==> config.mk <==
export PLATFORM = sky130hd
export DESIGN_NAME = muldiv_sequencer
export DESIGN_NICKNAME = d
export VERILOG_FILES = /design/src/rtl/muldiv_pkg.sv /design/src/rtl/muldiv_step.sv /design/src/rtl/muldiv_sequencer.sv
export SDC_FILE = /design/constraint.sdc
export NUM_CORES = 1
export LEC_CHECK = 0
export ABC_CLOCK_PERIOD_IN_PS = 3700
export CAP_MARGIN = 25
export CORE_MARGIN = 5
export CORE_UTILIZATION = 54
export CTS_CLUSTER_SIZE = 25
export DETAILED_ROUTE_END_ITERATION = 6
export PLACE_DENSITY_LB_ADDON = 0.2
export SETUP_SLACK_MARGIN = 0.05
export SLEW_MARGIN = 40
export SYNTH_ARGS = -nofsm -noshare
export SYNTH_HDL_FRONTEND = slang
export SYNTH_SLANG_ARGS = --single-unit
==> constraint.sdc <==
create_clock -name clk -period 3.7 [get_ports clk]
set_input_delay 1.11 -clock clk [delete_from_list [all_inputs] [get_ports clk]]
set_output_delay 1.11 -clock clk [all_outputs]
set_load 0.005 [all_outputs]
==> src/rtl/muldiv_pkg.sv <==
// Shared definitions for the iterative multiply/divide engine.
//   state_t    : sequencer FSM encoding
//   OP_*       : op encodings (op[0] selects div, op[1] selects unsigned)
//   ctrl_to_op : maps the main Control's MultControl/DivControl/unsigned
//                decode onto the op bus
package muldiv_pkg;

  typedef enum logic [2:0] {
    ST_IDLE  = 3'd0,
    ST_PREP  = 3'd1,
    ST_MRUN  = 3'd2,
    ST_DRUN  = 3'd3,
    ST_FIXUP = 3'd4,
    ST_DONE  = 3'd5
  } state_t;

  localparam logic [1:0] OP_MULT  = 2'b00;
  localparam logic [1:0] OP_DIV   = 2'b01;
  localparam logic [1:0] OP_MULTU = 2'b10;
  localparam logic [1:0] OP_DIVU  = 2'b11;

  localparam int OP_DIV_BIT = 0;
  localparam int OP_UNS_BIT = 1;

  // DivControl selects the divider; when it is low the op is a multiply
  // (MultControl), so only the divide and unsigned decodes reach the bus.
  function automatic logic [1:0] ctrl_to_op(input logic div_ctrl,
                                            input logic unsigned_ctrl);
    return {unsigned_ctrl, div_ctrl};
  endfunction

endpackage

==> src/rtl/muldiv_step.sv <==
// One combinational iteration of the multiply/divide datapath.
//   is_div  : 0 = shift-add multiply step, 1 = restoring divide step
//   acc_in  : 2W working register; mult {partial, multiplier},
//             div {remainder, dividend/quotient}
//   opnd    : multiplicand (mult) or divisor (div) magnitude
//   acc_out : working register after this iteration
module muldiv_step #(
  parameter int WIDTH = 32
) (
  input  logic                 is_div,
  input  logic [2*WIDTH-1:0]   acc_in,
  input  logic [WIDTH-1:0]     opnd,
  output logic [2*WIDTH-1:0]   acc_out
);

  logic [WIDTH:0] add_sum;
  logic [WIDTH:0] shifted_top;
  logic [WIDTH:0] trial;

  always_comb begin
    // Upper half plus the multiplicand when the current multiplier bit is
    // set; the carry lands in the top bit before shifting right.
    add_sum     = {1'b0, acc_in[2*WIDTH-1:WIDTH]} +
                  (acc_in[0] ? {1'b0, opnd} : {(WIDTH+1){1'b0}});
    // Remainder shifted left with the next dividend bit brought in.
    shifted_top = acc_in[2*WIDTH-1:WIDTH-1];
    trial       = shifted_top - {1'b0, opnd};
    if (is_div) begin
      if (!trial[WIDTH]) begin
        acc_out = {trial[WIDTH-1:0], acc_in[WIDTH-2:0], 1'b1};
      end else begin
        acc_out = {shifted_top[WIDTH-1:0], acc_in[WIDTH-2:0], 1'b0};
      end
    end else begin
      acc_out = {add_sum, acc_in[WIDTH-1:1]};
    end
  end

endmodule

==> src/rtl/muldiv_sequencer.sv <==
// Iterative MULT/MULTU/DIV/DIVU engine with the architectural Hi/Lo registers.
//   clk, reset          : clock, synchronous active-high reset
//   start, op           : launch request (sampled in IDLE) and op select
//   operand_a/operand_b : rs / rt, latched when start is accepted
//   busy                : high in every state except IDLE
//   done                : one-cycle pulse when Hi/Lo valid or div-by-zero
//   div_zero            : one-cycle pulse with done when divisor is zero
//   hi, lo              : Hi/Lo registers
//
// state | meaning
// IDLE  | waiting for start
// PREP  | take magnitudes, record result signs, detect divide by zero
// MRUN  | WIDTH shift-add multiply iterations
// DRUN  | WIDTH restoring divide iterations
// FIXUP | apply result signs, write Hi/Lo on exit
// DONE  | done pulse, back to IDLE
module muldiv_sequencer
  import muldiv_pkg::*;
#(
  parameter int WIDTH = 32
) (
  input  logic             clk,
  input  logic             reset,
  input  logic             start,
  input  logic [1:0]       op,
  input  logic [WIDTH-1:0] operand_a,
  input  logic [WIDTH-1:0] operand_b,
  output logic             busy,
  output logic             done,
  output logic             div_zero,
  output logic [WIDTH-1:0] hi,
  output logic [WIDTH-1:0] lo
);

  localparam int CW = $clog2(WIDTH) + 1;

  state_t             state_q, state_d;
  logic [1:0]         op_q, op_d;
  logic [WIDTH-1:0]   a_q, a_d, b_q, b_d;
  logic [WIDTH-1:0]   opnd_q, opnd_d;
  logic [2*WIDTH-1:0] acc_q, acc_d;
  logic [CW-1:0]      cnt_q, cnt_d;
  logic               neg_lo_q, neg_lo_d, neg_hi_q, neg_hi_d;
  logic               busy_q, busy_d, done_q, done_d, dz_q, dz_d;
  logic [WIDTH-1:0]   hi_q, hi_d, lo_q, lo_d;

  logic               a_neg, b_neg;
  logic [WIDTH-1:0]   mag_a, mag_b;
  logic [2*WIDTH-1:0] prod;
  logic [2*WIDTH-1:0] step_out;

  muldiv_step #(.WIDTH(WIDTH)) u_step (
    .is_div  (op_q[OP_DIV_BIT]),
    .acc_in  (acc_q),
    .opnd    (opnd_q),
    .acc_out (step_out)
  );

  always_comb begin
    state_d  = state_q;
    op_d     = op_q;
    a_d      = a_q;
    b_d      = b_q;
    opnd_d   = opnd_q;
    acc_d    = acc_q;
    cnt_d    = cnt_q;
    neg_lo_d = neg_lo_q;
    neg_hi_d = neg_hi_q;
    hi_d     = hi_q;
    lo_d     = lo_q;
    done_d   = 1'b0;
    dz_d     = 1'b0;

    // Unsigned ops never negate, so FIXUP degenerates to a pass-through.
    a_neg = !op_q[OP_UNS_BIT] && a_q[WIDTH-1];
    b_neg = !op_q[OP_UNS_BIT] && b_q[WIDTH-1];
    mag_a = a_neg ? -a_q : a_q;
    mag_b = b_neg ? -b_q : b_q;
    prod  = neg_lo_q ? -acc_q : acc_q;

    case (state_q)
      ST_IDLE: begin
        if (start) begin
          op_d    = op;
          a_d     = operand_a;
          b_d     = operand_b;
          state_d = ST_PREP;
        end
      end
      ST_PREP: begin
        if (op_q[OP_DIV_BIT] && (b_q == '0)) begin
          state_d = ST_DONE;
          done_d  = 1'b1;
          dz_d    = 1'b1;
        end else begin
          cnt_d    = CW'(WIDTH - 1);
          neg_lo_d = a_neg ^ b_neg;
          neg_hi_d = op_q[OP_DIV_BIT] ? a_neg : (a_neg ^ b_neg);
          if (op_q[OP_DIV_BIT]) begin
            opnd_d  = mag_b;
            acc_d   = {{WIDTH{1'b0}}, mag_a};
            state_d = ST_DRUN;
          end else begin
            opnd_d  = mag_a;
            acc_d   = {{WIDTH{1'b0}}, mag_b};
            state_d = ST_MRUN;
          end
        end
      end
      ST_MRUN, ST_DRUN: begin
        acc_d = step_out;
        if (cnt_q == '0) begin
          state_d = ST_FIXUP;
        end else begin
          cnt_d = cnt_q - CW'(1);
        end
      end
      ST_FIXUP: begin
        if (op_q[OP_DIV_BIT]) begin
          lo_d = neg_lo_q ? -acc_q[WIDTH-1:0] : acc_q[WIDTH-1:0];
          hi_d = neg_hi_q ? -acc_q[2*WIDTH-1:WIDTH] : acc_q[2*WIDTH-1:WIDTH];
        end else begin
          lo_d = prod[WIDTH-1:0];
          hi_d = prod[2*WIDTH-1:WIDTH];
        end
        state_d = ST_DONE;
        done_d  = 1'b1;
      end
      ST_DONE: begin
        state_d = ST_IDLE;
      end
      default: begin
        state_d = ST_IDLE;
      end
    endcase

    busy_d = (state_d != ST_IDLE);
  end

  always_ff @(posedge clk) begin
    if (reset) begin
      state_q  <= ST_IDLE;
      op_q     <= '0;
      a_q      <= '0;
      b_q      <= '0;
      opnd_q   <= '0;
      acc_q    <= '0;
      cnt_q    <= '0;
      neg_lo_q <= 1'b0;
      neg_hi_q <= 1'b0;
      busy_q   <= 1'b0;
      done_q   <= 1'b0;
      dz_q     <= 1'b0;
      hi_q     <= '0;
      lo_q     <= '0;
    end else begin
      state_q  <= state_d;
      op_q     <= op_d;
      a_q      <= a_d;
      b_q      <= b_d;
      opnd_q   <= opnd_d;
      acc_q    <= acc_d;
      cnt_q    <= cnt_d;
      neg_lo_q <= neg_lo_d;
      neg_hi_q <= neg_hi_d;
      busy_q   <= busy_d;
      done_q   <= done_d;
      dz_q     <= dz_d;
      hi_q     <= hi_d;
      lo_q     <= lo_d;
    end
  end

  assign busy     = busy_q;
  assign done     = done_q;
  assign div_zero = dz_q;
  assign hi       = hi_q;
  assign lo       = lo_q;

endmodule

# Yosys cells after proc, flatten, opt, wreduce, memory -nomap -nowiden
# Cells that the tools add are included.
[word_totals] ff_bits=240 input_bits=69 out_inout_bits=67 word_cells=71
[op_classes] addsub=8 eq_ne=6 mux=25 bitwise_logic=3 n_reduce_logical=15
[op_table] operator="32-bit 2-to-1 mux" n=9
[op_table] operator="64-bit 2-to-1 mux" n=4
[op_table] operator="32-bit negation" n=4
[op_table] operator="64-bit one-hot mux with 2 select lines" n=1
[op_table] operator="64-bit negation" n=1
[op_table] operator="32-bit by 33-bit adder with 33-bit output" n=1
[op_table] operator="33-bit by 32-bit subtractor with 33-bit output" n=1
[op_table] operator="32-bit logical NOT" n=1
[op_table] operator="6-bit 2-to-1 mux" n=2
[op_table] operator="3-bit one-hot mux with 4 select lines" n=1
[op_table] operator="6-bit one-hot mux with 2 select lines" n=1
[op_table] operator="3-bit 2-to-1 mux" n=3
[op_table] operator="3-bit by 2-bit == test with 1-bit output, second input constant" n=2
[op_table] operator="6-bit logical NOT" n=1
[op_table] operator="2-bit AND reduction" n=3
[op_table] operator="6-bit by 1-bit subtractor with 6-bit output, second input constant" n=1
[op_table] operator="2-bit != test, second input constant" n=2
[op_table] operator="2-bit OR reduction" n=2
[op_table] operator="3-bit by 1-bit == test with 1-bit output, second input constant" n=1
[op_table] operator="3-bit == test, second input constant" n=1
[op_table] operator="1-bit logical AND" n=3
[op_table] operator="3-bit logical NOT" n=1
[op_table] operator="1-bit 2-to-1 mux" n=3
[op_table] operator="3-bit AND reduction" n=1
[op_table] operator="other kinds (6)" n=7

# Logic depth before layout (Yosys ltp)
[logic_depth] depth_word=6 ltp_mapped=16

# Modules after synthesis
# From an unflattened synthesis, not the netlist that was laid out.
[hier_totals] cells_unflattened=2319 hier_area_um2=17536.8
[modules_own_cells] module="muldiv_sequencer" n_inst=1 cells_each=1656 area_per_inst_um2=12946.2
[modules_own_cells] module="muldiv_step" n_inst=1 cells_each=663 area_per_inst_um2=4590.7

# Worst setup path before layout
# Ideal clock, no wire load.
[synth_timing] kind="register to register" start="register acc_q[31]" end="register acc_q[39]" setup_ns=0.129 t_arrival_ns=3.347 path_slack_ns=0.224 stages_incl_launch_ff=15 n_path_buf=2 synth_period_minus_slack_ns=3.476 path_cell_list="dfxtp_1 > inv_1 > ha_1 > fa_1 > nand2b_1 > a21oi_1 > o21ai_0 > o21ba_2 > o311ai_0 > a31oi_1 > xnor2_1 > buf_2 > buf_2 > mux2i_1 > o21ai_0"
[synth_via] elab_chain_cells=4
[synth_rtl] element="start, declared" line_no="muldiv_sequencer.sv:41" rtl="logic [2*WIDTH-1:0] acc_q, acc_d;"
[synth_rtl] element="start signal, assigned" line_no="muldiv_sequencer.sv:147" rtl="acc_q <= '0;"
[synth_rtl] element="start signal, assigned" line_no="muldiv_sequencer.sv:162" rtl="acc_q <= acc_d;"
[synth_rtl] element="33-bit by 32-bit subtractor with 33-bit output" line_no="muldiv_step.sv:27" rtl="trial = shifted_top - {1'b0, opnd};"
[synth_rtl] element="64-bit 2-to-1 mux" line_no="muldiv_step.sv:29" rtl="if (!trial[WIDTH]) begin"
[synth_rtl] element="64-bit 2-to-1 mux" line_no="muldiv_step.sv:28" rtl="if (is_div) begin"
[synth_rtl] element="64-bit one-hot mux with 2 select lines" line_no="muldiv_sequencer.sv:81" rtl="case (state_q)"
# No other way between the ends.
# A chain may end at the register's enable or synchronous reset.

# Worst setup path after layout
[layout_timing] start="register acc_q[14]" end="register hi_q[13] (netlist: hi[13])"
[layout_via] elab_chain_cells=3
[layout_rtl] element="64-bit negation" line_no="muldiv_sequencer.sv:79" rtl="prod = neg_lo_q ? -acc_q : acc_q;"
[layout_rtl] element="64-bit 2-to-1 mux" line_no="muldiv_sequencer.sv:79"
[layout_rtl] element="32-bit 2-to-1 mux" line_no="muldiv_sequencer.sv:119" rtl="if (op_q[OP_DIV_BIT]) begin"
[layout_rtl] element="end signal, assigned" line_no="muldiv_sequencer.sv:169" rtl="hi_q <= hi_d;"
[layout_rtl] element="end, declared" line_no="muldiv_sequencer.sv:45" rtl="logic [WIDTH-1:0] hi_q, hi_d, lo_q, lo_d;"
# No other way between the ends.

==> impl_metrics.yaml <==
synthesis:
  yosysWarnings: 0
  synth_seq_cells: 240
  ys_async_sr_fraction_pct: 0
  netlist_top_cells_area: "dfxtp_1 (30%), a21oi_1 (7.2%), nand2_1 (6.8%)"
  syn-num-nets: 2306
  ys_types: 69
  synth_top_area_cell: "dfxtp_1"
  synth_top_area_share_pct: 29.7
  syn_inst: 2165
  synth-edff-count: 0
  synthFlopType: "dfxtp_1"
  synthTopCellsByCount: "nand2_1 (292), nor2_1 (257), dfxtp_1 (240)"
  seq_area_frac_synth_pct: 29.7
  yosysMostFrequentCell: "nand2_1"
  syn_area_per_cell_um2: 7.46
  syn_area_mm2: 0.0162
clocking:
  cts_hold_buffers: 0
  clk_latency_ns: 0.55
  cts_max_level: 1
  cts_root_buf: "clkbuf_16"
  clk_pin_slew_ns: 0.06
  tritoncts: "built"
  clock_sinks: 240
  cts_buffer_depth: 3
  cts_buffers: 28
grt:
  gr-usage-all-layers_pct: 30.4
  use_met2_pct: 46.4
  use_met1_pct: 42.1
  grt.overflow.total: 0
  top_usage_layer: "met2"
  grt_pass1_vias: 15200
  grt_max_degree: 146
  use_met3_pct: 7.83
  grt_pass1_wl_um: 82900
  antenna_found_initial: 0
critical_path:
  path_cells: "or4_4 -> or4_4 -> or4_4 -> or2_4 -> or3_4 -> a21o_1 -> nand2_2 -> a31oi_1 -> xnor2_1 -> a211oi_1"
  reg2reg_depth: 10
  cp-end-kind: "flip-flop"
  slowest_stage: "or4_4"
  critPathLaunch: "acc_q[14]"
  critPathMaxStageDelay_ns: 0.58
  crit_top_cell: "or4_4"
  reg2reg_to: "hi[13]"
  r2r_slack_ns: 0.23
  arrival_ns: 3.92
  cp.required_ns: 4.15
  critPathKind: "flip-flop to flip-flop"
  crit_fanout: 7
  critPathLaunchType: "flip-flop"
  r2r_start: "acc_q[14]"
  path_depth: 10
  cp-endpoint: "hi[13]"
  crit_buf_inv: 0
  path_delay_family: "simple AND/OR/NAND/NOR gates"
sta:
  hold_ws_ns: 0.447
  clock_skew_ns: 0.0124
  finalSetupViolations: 0
  maxSlewViolCount: 0
  period_minus_slack_ns: 3.47
  timing.final.crit_share_pct: 93.8
  setup_tns_ns: 0
  rsz0062_at_grt: "no"
  hold_viol_final: 0
  clock.fmax_ghz: 0.288
  worstMarginPinSlew_ns: 0.708
  slew_headroom_pct: 52.6
die:
  num_rows: 63
  die_area_mm2: 0.0335
  core_area_mm2: 0.0296
  num_io_pins: 136
  die_h_um: 183
  start_util_pct: 54.6
  die_w_um: 183
power_and_ir_drop:
  irDropWorstVdd_mv: 0.454
  powerDensity_mw_per_mm2: 574
  p_leak_nw: 7.61
route:
  drt-pass1-iter-count: 5
  wl_per_cell_um: 19.8
  drt_iter0_drc: 1547
  antenna_left: 0
  drc: 0
  vias: 16400
  routed_wl_um: 53400
  viasPerCell: 6.09
finish:
  area_delta_synth_final_pct: 20.5
  nets: 2429
  final_core_util_pct: 65.8
  insertedDiodeCount: 0
  final_area_mm2: 0.0195
  drive_above_1_share_pct: 8.58
placed_design:
  routabilityCongestion: 0.990
  port_buffers: 135
  hpwl_um: 40200
  postPlaceCellArea_mm2: 0.0182
run_status:
  status: "finished, final reports clean"
hold_path:
  min_from: "hi[8]"
  hold_class: "flip-flop to flip-flop"
run:
  maxCapViolations: 0
## power by group
part / internal [W] / switching, W
Sequential: 0.00289 / 0.000344
Clock: 0.00186 / 0.00115
Combinational: 0.00214 / 0.00280
## layout make-up
| cell class | count | area [um^2] |
|---|---|---|
| flip-flops and latches | 240 | 4810 |
| fillers | 2636 | 10100 |
| inverters | 58 | 221 |
| clock buffers | 38 | 800 |
| multi-input cells | 1727 | 10700 |
| repair buffers | 232 | 2240 |
| repair inverters | 1 | 7.51 |
| clock inverters | 13 | 208 |
| well taps | 390 | 488 |
## timing repair
item / 4_1_cts / 5_1_grt
pin swaps: 0 / 3
gates resized for setup: 1 / 19
setup buffers: 0 / 10
endpoints found under the setup margin: 2 / 36
gates cloned: 0 / 3
## sequential cells by signal, summed over array words and instances (netlist names)
register / count
neg_lo_q: 1
opnd_q: 32
acc_q: 64
busy: 1
done: 1
div_zero: 1
state_q: 3
op_q: 2
cnt_q: 6
b_q: 32
neg_hi_q: 1
a_q: 32
lo: 32
hi: 32
## worst reg2reg max path: stages (launching register included)
cell	delay, ns
dfxtp_1	0.37
or4_4	0.58
or4_4	0.46
or4_4	0.57
or2_4	0.28
or3_4	0.35
a21o_1	0.19
nand2_2	0.10
a31oi_1	0.10
xnor2_1	0.14
a211oi_1	0.24
## how the worst min path moves through the flow
stage                            end  slack (ns)  cells after the start
after floorplan           opnd_q[27]        0.43                      2
after global placement        hi[17]        0.44                      2
after detailed placement      hi[19]        0.44                      2
after CTS                      hi[8]        0.45                      2
after global routing      opnd_q[16]        0.47                      2
final                          hi[8]        0.45                      2
## layer usage
layer / part of all wire (%) / wire (um) / vias to the layer above
met3: 10 / 5550 / 122
met2: 43 / 22900 / 723
met4: 3.5 / 1890 / 0
met5: 0 / 0 / -
met1: 43 / 23100 / 7654
li1: - / - / 7936
## cell families (layout without fill, tap and decap cells)
family,count (synthesis),in the layout,share of synthesized area [%]
multiplexers,59,59,4.14
AND/OR/NAND/NOR,788,788,22.0
flip-flops,240,240,29.7
adder cells (fa/ha/maj),72,72,5.67
AO/OA/AOI/OAI,631,631,24.3
XOR/XNOR,177,177,9.60
buffers and inverters,198,342,4.62
## cell usage in the layout, fill, tap and decap left out, types with 7 or more instances in the layout
| cell | instances |
|---|---|
| buf_12 | 10 |
| nor2_1 | 254 |
| nand3_1 | 19 |
| or3_1 | 18 |
| o21ai_0 | 114 |
| nor4_1 | 13 |
| nor3_1 | 67 |
| or2_2 | 9 |
| xnor2_1 | 93 |
| o31ai_1 | 27 |
| inv_1 | 56 |
| nand2b_1 | 23 |
| and3_1 | 7 |
| ha_1 | 70 |
| a22oi_1 | 16 |
| nand2_1 | 292 |
| buf_4 | 84 |
| o21a_1 | 10 |
| or4_1 | 14 |
| mux2i_1 | 50 |
| clkbuf_16 | 31 |
| dfxtp_1 | 237 |
| nor2b_1 | 20 |
| a21oi_1 | 232 |
| o211ai_1 | 13 |
| a211oi_1 | 103 |
| o41ai_1 | 14 |
| a21o_1 | 30 |
| xor2_1 | 83 |
| a31oi_1 | 17 |
| clkdlybuf4s50_1 | 134 |
| nand4_1 | 9 |
## through the flow
step	setup slack, ns	cells	total power, W
5_1_grt	0.0686	2699	0.0117
3_5_place_dp	0.0702	2635	0.00775
3_3_place_gp	0.124	2635	0.00769
2_1_floorplan	0.224	2165	0.00630
4_1_cts	0.0256	2686	0.0108
6_report	0.229	2699	0.0112
Note: power is estimated with default switching activity, not from simulation.
